--- src/rtl/adc_pot_spi_slave.sv ---
// -----------------------------------------------------------------------------
// adc_pot_spi_slave
// Synthesizable model of the 8-channel 12-bit SPI A2D converter that digitizes
// the equalizer's six slide pots. Answers a 16-bit-frame ADC128S-style master:
// the command word of each frame selects the channel returned in the next one.
// Everything runs in the clk domain; the SPI pins are synchronized and
// edge-detected, so the master must hold SCLK half-periods >= 4 clk.
//
// Ports
//   clk, rst          : system clock, synchronous active-high reset
//   SS_n, SCLK, MOSI  : SPI pins from the master (asynchronous to clk)
//   MISO              : registered result bit to the master, MSB first
//   LP,B1,B2,B3,HP,VOL: pot values, DATA_W bits each
// Channel map: ch0=B1 ch1=LP ch2=B3 ch3=HP ch4=B2 ch7=VOL, ch5/ch6 read 0.
// -----------------------------------------------------------------------------
module adc_pot_spi_slave #(
    parameter int DATA_W   = 12,
    parameter int SYNC_STG = 2     // must be >= 2
) (
    input  logic              clk,
    input  logic              rst,
    input  logic              SS_n,
    input  logic              SCLK,
    input  logic              MOSI,
    output logic              MISO,
    input  logic [DATA_W-1:0] LP,
    input  logic [DATA_W-1:0] B1,
    input  logic [DATA_W-1:0] B2,
    input  logic [DATA_W-1:0] B3,
    input  logic [DATA_W-1:0] HP,
    input  logic [DATA_W-1:0] VOL
);

    localparam int FRAME_W = 16;

    // synchronizers plus one extra delayed copy for edge detection
    logic [SYNC_STG-1:0] ss_s, sclk_s, mosi_s;
    logic                ss_d, sclk_d;

    logic ss_sync, sclk_sync, mosi_sync;
    logic ss_fall, ss_rise, sclk_rise, sclk_fall;

    logic [FRAME_W-1:0] tx_shift, tx_nxt;
    logic [FRAME_W-1:0] rx_shift;
    logic [4:0]         bit_cnt;
    logic               first_fall;
    logic [2:0]         chnnl;
    logic [DATA_W-1:0]  pot_sel;

    always_ff @(posedge clk) begin
        if (rst) begin
            // SS_n and SCLK idle high, so preset them to avoid a false edge
            ss_s   <= '1;
            sclk_s <= '1;
            mosi_s <= '0;
            ss_d   <= 1'b1;
            sclk_d <= 1'b1;
        end else begin
            ss_s   <= {ss_s[SYNC_STG-2:0],   SS_n};
            sclk_s <= {sclk_s[SYNC_STG-2:0], SCLK};
            mosi_s <= {mosi_s[SYNC_STG-2:0], MOSI};
            ss_d   <= ss_s[SYNC_STG-1];
            sclk_d <= sclk_s[SYNC_STG-1];
        end
    end

    assign ss_sync   = ss_s[SYNC_STG-1];
    assign sclk_sync = sclk_s[SYNC_STG-1];
    assign mosi_sync = mosi_s[SYNC_STG-1];

    assign ss_fall   =  ss_d   & ~ss_sync;
    assign ss_rise   = ~ss_d   &  ss_sync;
    assign sclk_rise = ~sclk_d &  sclk_sync;
    assign sclk_fall =  sclk_d & ~sclk_sync;

    always_comb begin
        pot_sel = '0;
        case (chnnl)
            3'd0:    pot_sel = B1;
            3'd1:    pot_sel = LP;
            3'd2:    pot_sel = B3;
            3'd3:    pot_sel = HP;
            3'd4:    pot_sel = B2;
            3'd7:    pot_sel = VOL;
            default: pot_sel = '0;
        endcase
    end

    // Next transmit word; MISO is registered from it so the new MSB appears
    // in the same cycle the shift register is loaded or shifted.
    always_comb begin
        tx_nxt = tx_shift;
        if (ss_fall)
            tx_nxt = {{(FRAME_W-DATA_W){1'b0}}, pot_sel};
        else if (!ss_sync && sclk_fall && !first_fall)
            tx_nxt = {tx_shift[FRAME_W-2:0], 1'b0};
    end

    always_ff @(posedge clk) begin
        if (rst) begin
            tx_shift   <= '0;
            rx_shift   <= '0;
            bit_cnt    <= '0;
            first_fall <= 1'b1;
            chnnl      <= '0;
            MISO       <= 1'b0;
        end else begin
            tx_shift <= tx_nxt;
            MISO     <= ~ss_sync & tx_nxt[FRAME_W-1];
            if (ss_fall) begin
                // SCLK edges coinciding with the select edge are dropped
                bit_cnt    <= '0;
                first_fall <= 1'b1;
            end else if (!ss_sync) begin
                if (sclk_rise) begin
                    rx_shift <= {rx_shift[FRAME_W-2:0], mosi_sync};
                    if (bit_cnt != 5'd16)
                        bit_cnt <= bit_cnt + 5'd1;
                end
                // the first falling edge only arms shifting so the MSB,
                // already on MISO, is held for the first rising edge
                if (sclk_fall && first_fall)
                    first_fall <= 1'b0;
            end else if (ss_rise && bit_cnt == 5'd16) begin
                // aborted frames (< 16 bits) leave the channel untouched
                chnnl <= rx_shift[13:11];
            end
        end
    end

endmodule

--- config.mk ---
export PLATFORM = sky130hd
export DESIGN_NAME = adc_pot_spi_slave
export DESIGN_NICKNAME = d
export VERILOG_FILES = /design/src/rtl/adc_pot_spi_slave.sv
export SDC_FILE = /design/constraint.sdc
export NUM_CORES = 1
export LEC_CHECK = 0
export ABC_AREA = 1
export BUFFER_PORTS_ARGS = -buffer_cell sky130_fd_sc_hd__clkbuf_2
export CAP_MARGIN = 30
export CORE_MARGIN = 1
export CORE_UTILIZATION = 55
export CTS_CLUSTER_DIAMETER = 80
export DETAILED_ROUTE_END_ITERATION = 8
export PLACE_DENSITY_LB_ADDON = 0.3
export SETUP_SLACK_MARGIN = 0.15
export SYNTH_ARGS = -nofsm -noshare
export SYNTH_HDL_FRONTEND = slang
export SYNTH_SLANG_ARGS = --single-unit
--- constraint.sdc ---
create_clock -name clk -period 2.4 [get_ports clk]
set_input_delay 0.48 -clock clk [delete_from_list [all_inputs] [get_ports clk]]
set_output_delay 0.48 -clock clk [all_outputs]
set_load 0.01 [all_outputs]
==> results.toml <==
[run_status]
outcome = "completed"

[floorplan]
die_w_um = 68.9
ios = 78
row_count = 23
core_um2 = 4140
start_util = 0.594
die_y_um = 68.9
dieArea_um2 = 4750

[power_and_ir_drop]
vdd_drop_max_uv = 448
power.density_nw_per_um2 = 473
leakage_uw = 0.00151
comb_power_share = 0.088
p_switching_uw = 314
pwr-share-clk = 0.322
power_frac_seq = 0.589
internal_power_uw = 1070
sw_frac_of_total = 0.226

[critical_path]
r2r-start = "chnnl[0]"
critPathCapture = "tx_shift[3]"
critical_path_class = "flip-flop to flip-flop"
crit_fanout = 18
cp.arrival_ps = 1890
path_cells = "nor2_4 > nor2_1 > a211oi_4 > o21ai_1 > nand2_1"
crit_cells = 5
critical_path.top_delay_family = "simple AND/OR/NAND/NOR gates"
r2r_end = "tx_shift[3]"
critPathCaptureType = "flip-flop"
cpPeakStageDelay_ps = 470
crit_buf_inv = 0
required_ps = 2640
crit_path_top_delay_cell = "dfxtp_1"
r2r_slack_ps = 760
worstSetupStartpoint = "chnnl[0]"
start_kind = "flip-flop"
r2r_cells = 5

[timing]
slew_violations = 0
post-route-period-util = 0.685
finClkSkew_ps = 4.67
max_slew.worst_pin.slew_ps = 503
rsz0062_at_grt = "no"
hold_viol = 0
fin_setup_tns_ps = 0
setup_viol = 0
max_freq_mhz = 608
fin_crit_ps = 1640
relSlewSlack = 0.664

[global_routing]
overflow = 0
grt_pass1_wl_um = 9020
grt_max_degree = 26
grt_antenna_before_repair = 0
use_met2 = 0.445
grtUsageMet1 = 0.298
globalRouteMet3Util = 0.0461
grt_pass1_vias = 2281
grt_busiest_layer = "met2"
grt_use_total = 0.250

[synth]
synthesis.instances = 365
ys_ff_latch = 48
ys_seq_area_frac = 0.390
synth_warnings = 0
synth_ff_type = "dfxtp_1"
ys_types = 30
async_flop_share = 0
synth-edff-count = 0
synth.net_count = 444
synth_area_um2 = 2460
avgSynthCellArea_um2 = 6.74

[route]
postRouteAntennaNets = 0
drc = 0
wl_per_cell_um = 11.1
vias = 2484
wl_um = 5430
viasPerCell = 5.08
drt_iter0_markers = 134
dr.pass1.iters = 4

[placed_design]
place.gp.congestion = 0.842
io_buffer_count = 77
place_hpwl_um = 4170

[clock_network]
cts_resized = 0
cts_tree = "yes"
htreeDepth = 2
path_clk_slew_ps = 80
clk_path_buf_depth = 2
post_cts_buffers = 0
insertion_delay_ps = 300
cts-root-buf = "clkbuf_8"
numCtsBuffers = 5
hold_buffers = 0
clock_sinks = 48

[finish]
final_core_util = 0.707
synthToLayoutAreaGrowth_pct = 19.0
final_cell_mix = "nand2_1 (91), clkbuf_2 (77), nor2_1 (58)"
seq_area_um2 = 961
layout-drive-gt1-share = 0.267
diodes = 0
nets = 518
fillers = 366
final_common_cell = "nand2_1"
multi_input_area_um2 = 1310

[worst_hold_path]
min_path_type = "primary input to flip-flop"

[flow_run]
drv_cap = 0
[through the flow]
stage	std cells	hold slack (ps)	power (µW)	setup WS, ps	cell area [µm²]
5_1_grt	489	359	1450	609	2930
3_5_place_dp	482	399	957	788	2850
4_1_cts	489	355	1400	752	2930
2_1_floorplan	365	388	884	1160	2460
6_report	489	364	1390	756	2930
3_3_place_gp	482	394	955	783	2850
[flip-flops by register name (all words and copies together) (netlist names)]
register	count
mosi_s	2
first_fall	1
sclk_s	2
rx_shift	14
chnnl	3
ss_d	1
sclk_d	1
bit_cnt	5
ss_s	2
MISO	1
tx_shift	16
[power groups by stage]
| stage | clock network, µW | logic [µW] | registers (µW) |
|---|---|---|---|
| 6_report | 447 | 123 | 817 |
| 5_1_grt | 495 | 139 | 819 |
| 4_1_cts | 460 | 123 | 817 |
| 3_5_place_dp | 0 | 121 | 835 |
| 3_3_place_gp | 0 | 120 | 835 |
| 2_1_floorplan | 0 | 50.7 | 833 |
[worst min-delay path by stage]
stage / start / end / slack (ps) / cells past startpoint
after floorplan: mosi_s[0] / mosi_s[1] / 390 / 2
after global placement: ss_s[0] / ss_s[1] / 390 / 1
after detailed placement: ss_s[0] / ss_s[1] / 400 / 1
after CTS: SCLK / sclk_s[0] / 360 / 2
after global routing: MOSI / mosi_s[0] / 360 / 3
final: SCLK / sclk_s[0] / 360 / 2
[worst register-to-register path, cell delays in order (launching register included)]
cell	delay [ps]
dfxtp_1	470
nor2_4	410
nor2_1	140
a211oi_4	360
o21ai_1	130
nand2_1	70
[logic make-up after synthesis]
logic type,after synthesis,share of synthesized area
XOR/XNOR,1,0.00356
AND/OR/NAND/NOR,208,0.380
buffers and inverters,44,0.0793
adder cells (fa/ha/maj),2,0.0102
flip-flops,48,0.390
AO/OA/AOI/OAI,62,0.136
[synthesized netlist by cell type (all sizes together), types with 2 or more instances]
master  number  share of area
dfxtp       48           0.39
a21oi       14          0.028
or2          5          0.013
o21ai       43          0.087
buf          9          0.025
nor2        67           0.12
inv         32          0.050
nand2       93           0.15
o211ai       3         0.0092
nand4       16          0.041
ha           2          0.010
clkbuf       2         0.0031
nand3       23          0.047
nor3         2         0.0041
[area by class of cell]
cell class	instances	share of cell area
Clock buffer	5	0.0235
Inverter	33	0.0431
Timing Repair Buffer	78	0.134
Tap cell	50	0.0214
Sequential cell	48	0.328
Multi-Input combinational cell	273	0.446
Clock inverter	2	0.00427
[layer usage]
metal	share of wire	routed length (µm)
met5	0	0
met4	0.012	63
met3	0.037	199
met2	0.50	2710
met1	0.45	2450
(Power assumes the default switching activity.)
